$ cat src/rtl/step_rate_decoder_if.sv
// Pin bundle for the step-rate decoder tile: 8 input pins in, 8 status pins out.
interface step_rate_decoder_if;
  logic [7:0] io_in;
  logic [7:0] io_out;

  modport master (output io_in, input io_out);
  modport slave (input io_in, output io_out);
endinterface

$ cat src/rtl/step_rate_decoder.sv
// Step-rate decoder: measures the interval between rising edges of an incoming
// step stream, recovers its 3-bit speed code and reports lock/stall/error.
module step_rate_decoder #(
  parameter int BASE     = 4,
  parameter int TOL      = 1,
  parameter int LOCK_CNT = 3
) (
  step_rate_decoder_if.slave bus
);
  localparam int CW = BASE + 8;
  localparam int MW = $clog2(LOCK_CNT + 1);
  localparam logic [CW-1:0] TIMEOUT = CW'((1 << (BASE + 7)) + TOL + 1);

  typedef enum logic [1:0] {IDLE, MEASURE, LOCKED} state_t;

  logic clk, rst_n, step, unused_pins;
  assign clk         = bus.io_in[0];
  assign rst_n       = bus.io_in[1];
  assign step        = bus.io_in[2];
  assign unused_pins = ^bus.io_in[7:3];

  logic          sync1, sync2, prev, edge_det;
  logic [CW-1:0] cnt;

  // The counter holds the clocks elapsed since the last edge, so at the next edge it equals the interval.
  always_ff @(posedge clk or negedge rst_n) begin
    if (!rst_n) begin
      sync1 <= 1'b0;
      sync2 <= 1'b0;
      prev  <= 1'b0;
      cnt   <= '0;
    end else begin
      sync1 <= step;
      sync2 <= sync1;
      prev  <= sync2;
      if (edge_det)
        cnt <= CW'(1);
      else if (cnt != '1)
        cnt <= cnt + CW'(1);
    end
  end

  assign edge_det = sync2 & ~prev;

  logic [31:0] interval;
  logic        code_valid;
  logic [2:0]  code;
  assign interval = 32'(cnt);

  always_comb begin
    code_valid = 1'b0;
    code       = 3'd0;
    for (int k = 0; k < 8; k++) begin
      if (interval >= 32'((1 << (BASE + k)) - TOL) &&
          interval <= 32'((1 << (BASE + k)) + TOL)) begin
        code_valid = 1'b1;
        code       = 3'(k);
      end
    end
  end

  state_t         state;
  logic [2:0]     cand, speed;
  logic [MW-1:0]  match_cnt, match_next;
  logic           locked, stalled, err, edge_q, activity, timeout;

  assign match_next = (code == cand) ? match_cnt + MW'(1) : MW'(1);
  assign timeout    = (state != IDLE) && !edge_det && (cnt == TIMEOUT);

  // An edge always takes priority over a timeout landing on the same cycle.
  always_ff @(posedge clk or negedge rst_n) begin
    if (!rst_n) begin
      state     <= IDLE;
      cand      <= 3'd0;
      speed     <= 3'd0;
      match_cnt <= '0;
      locked    <= 1'b0;
      stalled   <= 1'b0;
      err       <= 1'b0;
      edge_q    <= 1'b0;
      activity  <= 1'b0;
    end else begin
      edge_q <= edge_det;
      if (edge_det) begin
        activity <= ~activity;
        case (state)
          IDLE: begin
            stalled <= 1'b0;
            state   <= MEASURE;
          end
          MEASURE: begin
            if (!code_valid) begin
              match_cnt <= '0;
            end else begin
              cand      <= code;
              match_cnt <= match_next;
              if (match_next == MW'(LOCK_CNT)) begin
                locked <= 1'b1;
                speed  <= code;
                err    <= 1'b0;
                state  <= LOCKED;
              end
            end
          end
          LOCKED: begin
            if (!code_valid) begin
              err       <= 1'b1;
              locked    <= 1'b0;
              match_cnt <= '0;
              state     <= MEASURE;
            end else if (code != speed) begin
              locked    <= 1'b0;
              cand      <= code;
              match_cnt <= MW'(1);
              state     <= MEASURE;
            end
          end
          default: state <= IDLE;
        endcase
      end else if (timeout) begin
        stalled   <= 1'b1;
        locked    <= 1'b0;
        match_cnt <= '0;
        state     <= IDLE;
      end
    end
  end

  assign bus.io_out = {activity, edge_q, err, stalled, locked, speed};
endmodule

$ cat src/flat_wrapper.sv
// flat-port wrapper written by rule: the top's interface ports become plain ports
module step_rate_decoder_flat 
#(
  parameter int BASE     = 4,
  parameter int TOL      = 1,
  parameter int LOCK_CNT = 3
)
  (bus_io_in, bus_io_out);
  step_rate_decoder_if bus_i ();
  input wire logic [$bits(bus_i.io_in)-1:0] bus_io_in;
  output wire logic [$bits(bus_i.io_out)-1:0] bus_io_out;
  assign bus_i.io_in = bus_io_in;
  assign bus_io_out = bus_i.io_out;
  step_rate_decoder #(.BASE(BASE), .TOL(TOL), .LOCK_CNT(LOCK_CNT)) u_core (.bus(bus_i));
endmodule
$ cat config.mk
export PLATFORM = sky130hd
export DESIGN_NAME = step_rate_decoder_flat
export DESIGN_NICKNAME = d
export VERILOG_FILES = /design/src/rtl/step_rate_decoder_if.sv /design/src/rtl/step_rate_decoder.sv /design/src/flat_wrapper.sv
export SDC_FILE = /design/constraint.sdc
export NUM_CORES = 1
export LEC_CHECK = 0
export BUFFER_PORTS_ARGS = -buffer_cell sky130_fd_sc_hd__buf_4
export CAP_MARGIN = 20
export CORE_ASPECT_RATIO = 1.5
export CORE_MARGIN = 8
export CORE_UTILIZATION = 30
export CTS_BUF_LIST = sky130_fd_sc_hd__clkbuf_2 sky130_fd_sc_hd__clkbuf_4 sky130_fd_sc_hd__clkbuf_8
export CTS_CLUSTER_DIAMETER = 120
export CTS_CLUSTER_SIZE = 14
export DETAILED_ROUTE_END_ITERATION = 6
export PLACE_DENSITY = 0.58
export SETUP_SLACK_MARGIN = 0.5
export SLEW_MARGIN = 20
export SYNTH_ARGS = -nofsm -noshare
export SYNTH_HDL_FRONTEND = slang
export SYNTH_SLANG_ARGS = --single-unit
$ cat constraint.sdc
create_clock -name bus_io_in -period 5.2 [get_ports bus_io_in]
set_input_delay 1.56 -clock bus_io_in [delete_from_list [all_inputs] [get_ports bus_io_in]]
set_output_delay 1.56 -clock bus_io_in [all_outputs]
set_load 0.03 [all_outputs]
* Yosys cells after proc, flatten, opt, wreduce, memory -nomap -nowiden *
Index checks and enable logic that the tools add are counted.

operators by class
  $add $sub $neg = 2
  $lt $le $gt $ge = 16
  equality and inequality tests = 17
  mux-type cells = 47
  bitwise logic cells = 3
  reductions and logical operators = 23

operator list
  operator               number
  $mux 12                2
  $mux 2                 12
  $mux 1                 21
  $mux 3                 7
  $reduce_and 5->1       3
  $add 12x1->12 const B  1
  $eq 12x12->1 const B   1
  $ge 12x10->1 const B   1
  $ge 12x11->1 const B   1
  $ge 12x4->1 const B    1
  $ge 12x5->1 const B    1
  $ge 12x6->1 const B    1
  $ge 12x7->1 const B    1
  $ge 12x8->1 const B    1
  $ge 12x9->1 const B    1
  $le 12x10->1 const B   1
  $le 12x11->1 const B   1
  $le 12x12->1 const B   1
  $le 12x5->1 const B    1
  $le 12x6->1 const B    1
  $le 12x7->1 const B    1
  $le 12x8->1 const B    1
  $le 12x9->1 const B    1
  $ne 12x12->1 const B   1
  22 further kinds       44

word-level totals
  register bits after elaboration = 30
  input port bits = 8
  output and inout bits = 8
  logic and storage cells = 121

* Logic depth before layout (Yosys ltp) *
  depth in word-level cells = 16
  mapped depth = 10

* Least setup slack after synthesis *
Ideal clock, no wire load.

  kind = register to register
  from = register u_core.cnt[2]
  to = register u_core.speed[0]
  setup time = 0.125 ns
  arrival time = 3.077 ns
  required time = 5.075 ns
  slack = 1.999 ns
  stages on the path, launching flop included = 11
  path buffers = 2
  clock period less this slack = 3.201 ns
  path through = dfrtp_1 -> buf_6 -> or3_1 -> buf_6 -> or4_4 -> o32a_4 -> xnor2_1 -> o31ai_1 -> nand3_4 -> nor2_1 -> mux2_2

between the ends
  longest elaborated chain between the ends = 13
  elaborated cells on any way between the ends = 43
  classes of those cells = 16 x order compare; 2 x eq/ne; 16 x mux; 9 x reduce/logical

RTL lines
  element                                            RTL line                                          RTL
  from (decl)                                        step_rate_decoder.sv:23                           logic [CW-1:0] cnt;
  from (signal assigned)                             step_rate_decoder.sv:39                           cnt <= cnt + CW'(1);
  $ge 12x5->1 / $le 12x6->1 (equally long branches)  step_rate_decoder.sv:54, step_rate_decoder.sv:55
  $logic_and 1x1->1                                  step_rate_decoder.sv:54                           if (interval >= 32'((1 << (BASE + k)) - TOL) &&
  $mux 1                                             step_rate_decoder.sv:54
  $mux 2 (2 in series)                               step_rate_decoder.sv:54
  $mux 3 (4 in series)                               step_rate_decoder.sv:54
  $eq 3x3->1                                         step_rate_decoder.sv:67                           assign match_next = (code == cand) ? match_cnt + MW'(1) : MW'(1);
  $mux 2                                             step_rate_decoder.sv:67
  $eq 2x2->1                                         step_rate_decoder.sv:97                           if (match_next == MW'(LOCK_CNT)) begin
  $reduce_and 4->1 (no line)                         n/a
  to (signal assigned)                               step_rate_decoder.sv:99                           speed <= code;
  to (decl)                                          step_rate_decoder.sv:63                           logic [2:0] cand, speed;

Several ways; a longest one is shown, not always the timed one.
A chain may end at the register's enable or synchronous reset.

* Worst setup path in the final report *
  from = register u_core.cnt[3]
  to = register u_core.speed[2]

Same word-level chain as after synthesis.

==> flow_metrics.env <==
export IMPL_outcome="complete, but fails checks"
export IMPL_violations="negative hold slack"
export IMPL_path_clk_slew_ns=0.07
export IMPL_synthMuxAreaShare_pct=4.791
export IMPL_grt_pass1_wl_microns=8355
export IMPL_instances_no_fill=297
export IMPL_setup_tns_ns=0
export IMPL_drv_slew=0
export IMPL_synthAdderAreaFrac_pct=4.851
export IMPL_arrival_ns=3.57
export IMPL_final_common_cell="dfrtp_1"
export IMPL_yosysUniqueCellTypes=61
export IMPL_ant_nets=0
export IMPL_cts_resized=0
export IMPL_viasPerCell=5.404
export IMPL_dp_cells=281
export IMPL_start_util_pct=30.53
export IMPL_drt_iter0_drc=66
export IMPL_yosys_most_used_dff="dfrtp_1"
export IMPL_chipWidth_microns=83.71
export IMPL_synth_cells=210
export IMPL_antenna_found_initial=0
export IMPL_cts_tree="done"
export IMPL_crit_type="flip-flop to flip-flop"
export IMPL_n_antenna_cell=0
export IMPL_cts_setup_buffers=0
export IMPL_coreArea_sq_mm=0.006759
export IMPL_fp_row_count=37
export IMPL_skew_ns=0.004780
export IMPL_whs_ns=-0.3281
export IMPL_layout_drive_gt1_share_pct=23.74
export IMPL_grt_use_total_pct=10.93
export IMPL_syn_to_final_growth_pct=11.16
export IMPL_place_gp_congestion=0.8122
export IMPL_crit_fanout=8
export IMPL_max_freq_mhz=294.3
export IMPL_drt_wl_total_microns=4794
export IMPL_worstPathCellList="or3_1, or4_4, o32a_4, xnor2_1, o31ai_1, nand3_4, nor2_1, mux2_2"
export IMPL_insertion_delay_ns=0.29
export IMPL_avgSynthCellArea_sq_um=9.825
export IMPL_detail_route_wl_per_cell_microns=16.14
export IMPL_power_mw=0.7165
export IMPL_synth_top_family_by_area="simple AND/OR/NAND/NOR gates"
export IMPL_fin_nets=231
export IMPL_final_cell_mix="dfrtp_1 (30), nor2_1 (19), nand2_1 (15)"
export IMPL_pre_cts_slack_ns=1.794
export IMPL_syn_cell_area_sq_mm=0.002063
export IMPL_yosysSeqAreaShare_pct=36.39
export IMPL_worstHoldPathType="clock port to asynchronous set/reset pin"
export IMPL_grt_max_degree=17
export IMPL_gr_total_overflow=0
export IMPL_peakVddDrop_v=0.0001367
export IMPL_die_area_sq_mm=0.009842
export IMPL_slew_headroom_pct=62.84
export IMPL_cp_start_kind="flip-flop"
export IMPL_synthSimpleGateAreaFrac_pct=24.08
export IMPL_max_stage_delay_ns=0.54
export IMPL_crit_family="simple AND/OR/NAND/NOR gates"
export IMPL_async_flop_share_pct=100.0
export IMPL_p_leak_nw=0.9996
export IMPL_finalHoldViolCount=31
export IMPL_fin_ws_ns=1.802
export IMPL_hold_buffers=0
export IMPL_required_ns=5.38
export IMPL_synth_compound_area_share_pct=15.46
export IMPL_setup_viol=0
export IMPL_ys_warn_count=0
export IMPL_period_share_pct=65.35
export IMPL_num_io_pins=16
export IMPL_crit_path_end_kind="flip-flop"
export IMPL_design_area_sq_mm=0.002293
export IMPL_grt_pass1_vias=1737
export IMPL_chipHeight_microns=117.6
export IMPL_synth_xor_area_share_pct=5.943
export IMPL_vias=1605
export IMPL_synth_seq_cells=30
export IMPL_placed_area_sq_mm=0.002079
export IMPL_dp_hpwl_microns=3301
export IMPL_max_cap_violations=0
export IMPL_synth_nets=226
export IMPL_pwr_density_cell_mw_per_mm2=312.4
export IMPL_synth_edf_count=0
export IMPL_rsz0062_at_grt="no"
export IMPL_io_buffers=8
export IMPL_slowest_stage="or4_4"
export IMPL_critPathBufInv=0
export IMPL_drc=0
export IMPL_utilization_pct=33.93
export IMPL_drt_pass1_iterations=4
export IMPL_tightest_slew_ns=0.5523
export IMPL_fin_crit_ns=3.398
[report_power, final]
group | internal (mW) | switching [mW]
Clock | 0.244 | 0.243
Combinational | 0 | 0
Sequential | 0.230 | 0
Total | 0.473 | 0.243
[final timing paths]
kind,slack (ns),from,depth (start not counted),to
max reg2reg,1.80,u_core.cnt[3],8,u_core.speed[2]
min in group bus_io_in,-0.27,bus_io_in[2],0,u_core.sync1
min reg2reg,0.35,u_core.sync1,0,u_core.sync2
max,1.80,u_core.cnt[3],8,u_core.speed[2]
min,-0.33,bus_io_in[1],2,u_core.speed[0]
max in group asynchronous,5.40,bus_io_in[1],2,u_core.cnt[8]
[cell type report]
class                   instances  area, sq um
clock inverters                 6        76.32
repair buffers                  8        60.06
fillers                       703         4466
multi-input cells             156         1137
inverters                       9        33.78
flip-flops and latches         30        750.7
well taps                      78        97.59
clock buffers                  10        137.6
[state kept, by name (all words and copies together), names as in the netlist]
signal,flops
u_core.sync1,1
u_core.cnt,12
u_core.match_cnt,2
u_core.stalled,1
u_core.speed,3
u_core.cand,3
u_core.locked,1
u_core.activity,1
u_core.prev,1
u_core.sync2,1
u_core.edge_q,1
u_core.err,1
u_core.state,2
[kinds of logic (layout without fill, tap and decap cells)]
kind of cell / Yosys count / count (layout)
xor+xnor: 14 / 14
fa+ha+maj: 8 / 8
buf+inv: 24 / 33
simple gates: 86 / 86
mux: 9 / 9
compound gates: 39 / 39
flops: 30 / 30
[cells in the mapped netlist (2+ instances only)]
cell type,count,area [sq um]
nor4b_1,2,17.52
nor2_1,19,71.32
xnor2_1,10,87.58
or4_2,2,17.52
mux2i_1,2,20.02
o31ai_1,2,15.01
o21ai_0,5,25.02
nor3_1,5,25.02
a21oi_1,8,40.04
buf_4,6,45.04
nor2b_1,2,12.51
nor4_1,5,31.28
clkbuf_8,4,55.05
a31oi_1,4,25.02
inv_1,9,33.78
nand2_1,15,56.30
dfrtp_1,30,750.7
xor2_1,4,35.03
mux2_2,7,78.83
nand4_1,6,37.54
buf_6,3,33.78
a2111o_1,2,22.52
a211oi_1,3,22.52
a2bb2oi_1,2,17.52
ha_1,8,100.1
nand3_1,10,50.05
[metal layers]
layer	global-route usage (%)	wire length, microns
met5	0	0
met4	12.26	222
met1	9.611	1836
met2	16.32	2518
met3	6.025	216
[worst reg2reg max path: stages (launching register included)]
cell and delay [ns]:
dfrtp_1 0.44, or3_1 0.48, or4_4 0.54, o32a_4 0.43, xnor2_1 0.13, o31ai_1 0.48
nand3_4 0.17, nor2_1 0.25, mux2_2 0.36
Note: power is estimated with default switching activity, not from simulation.
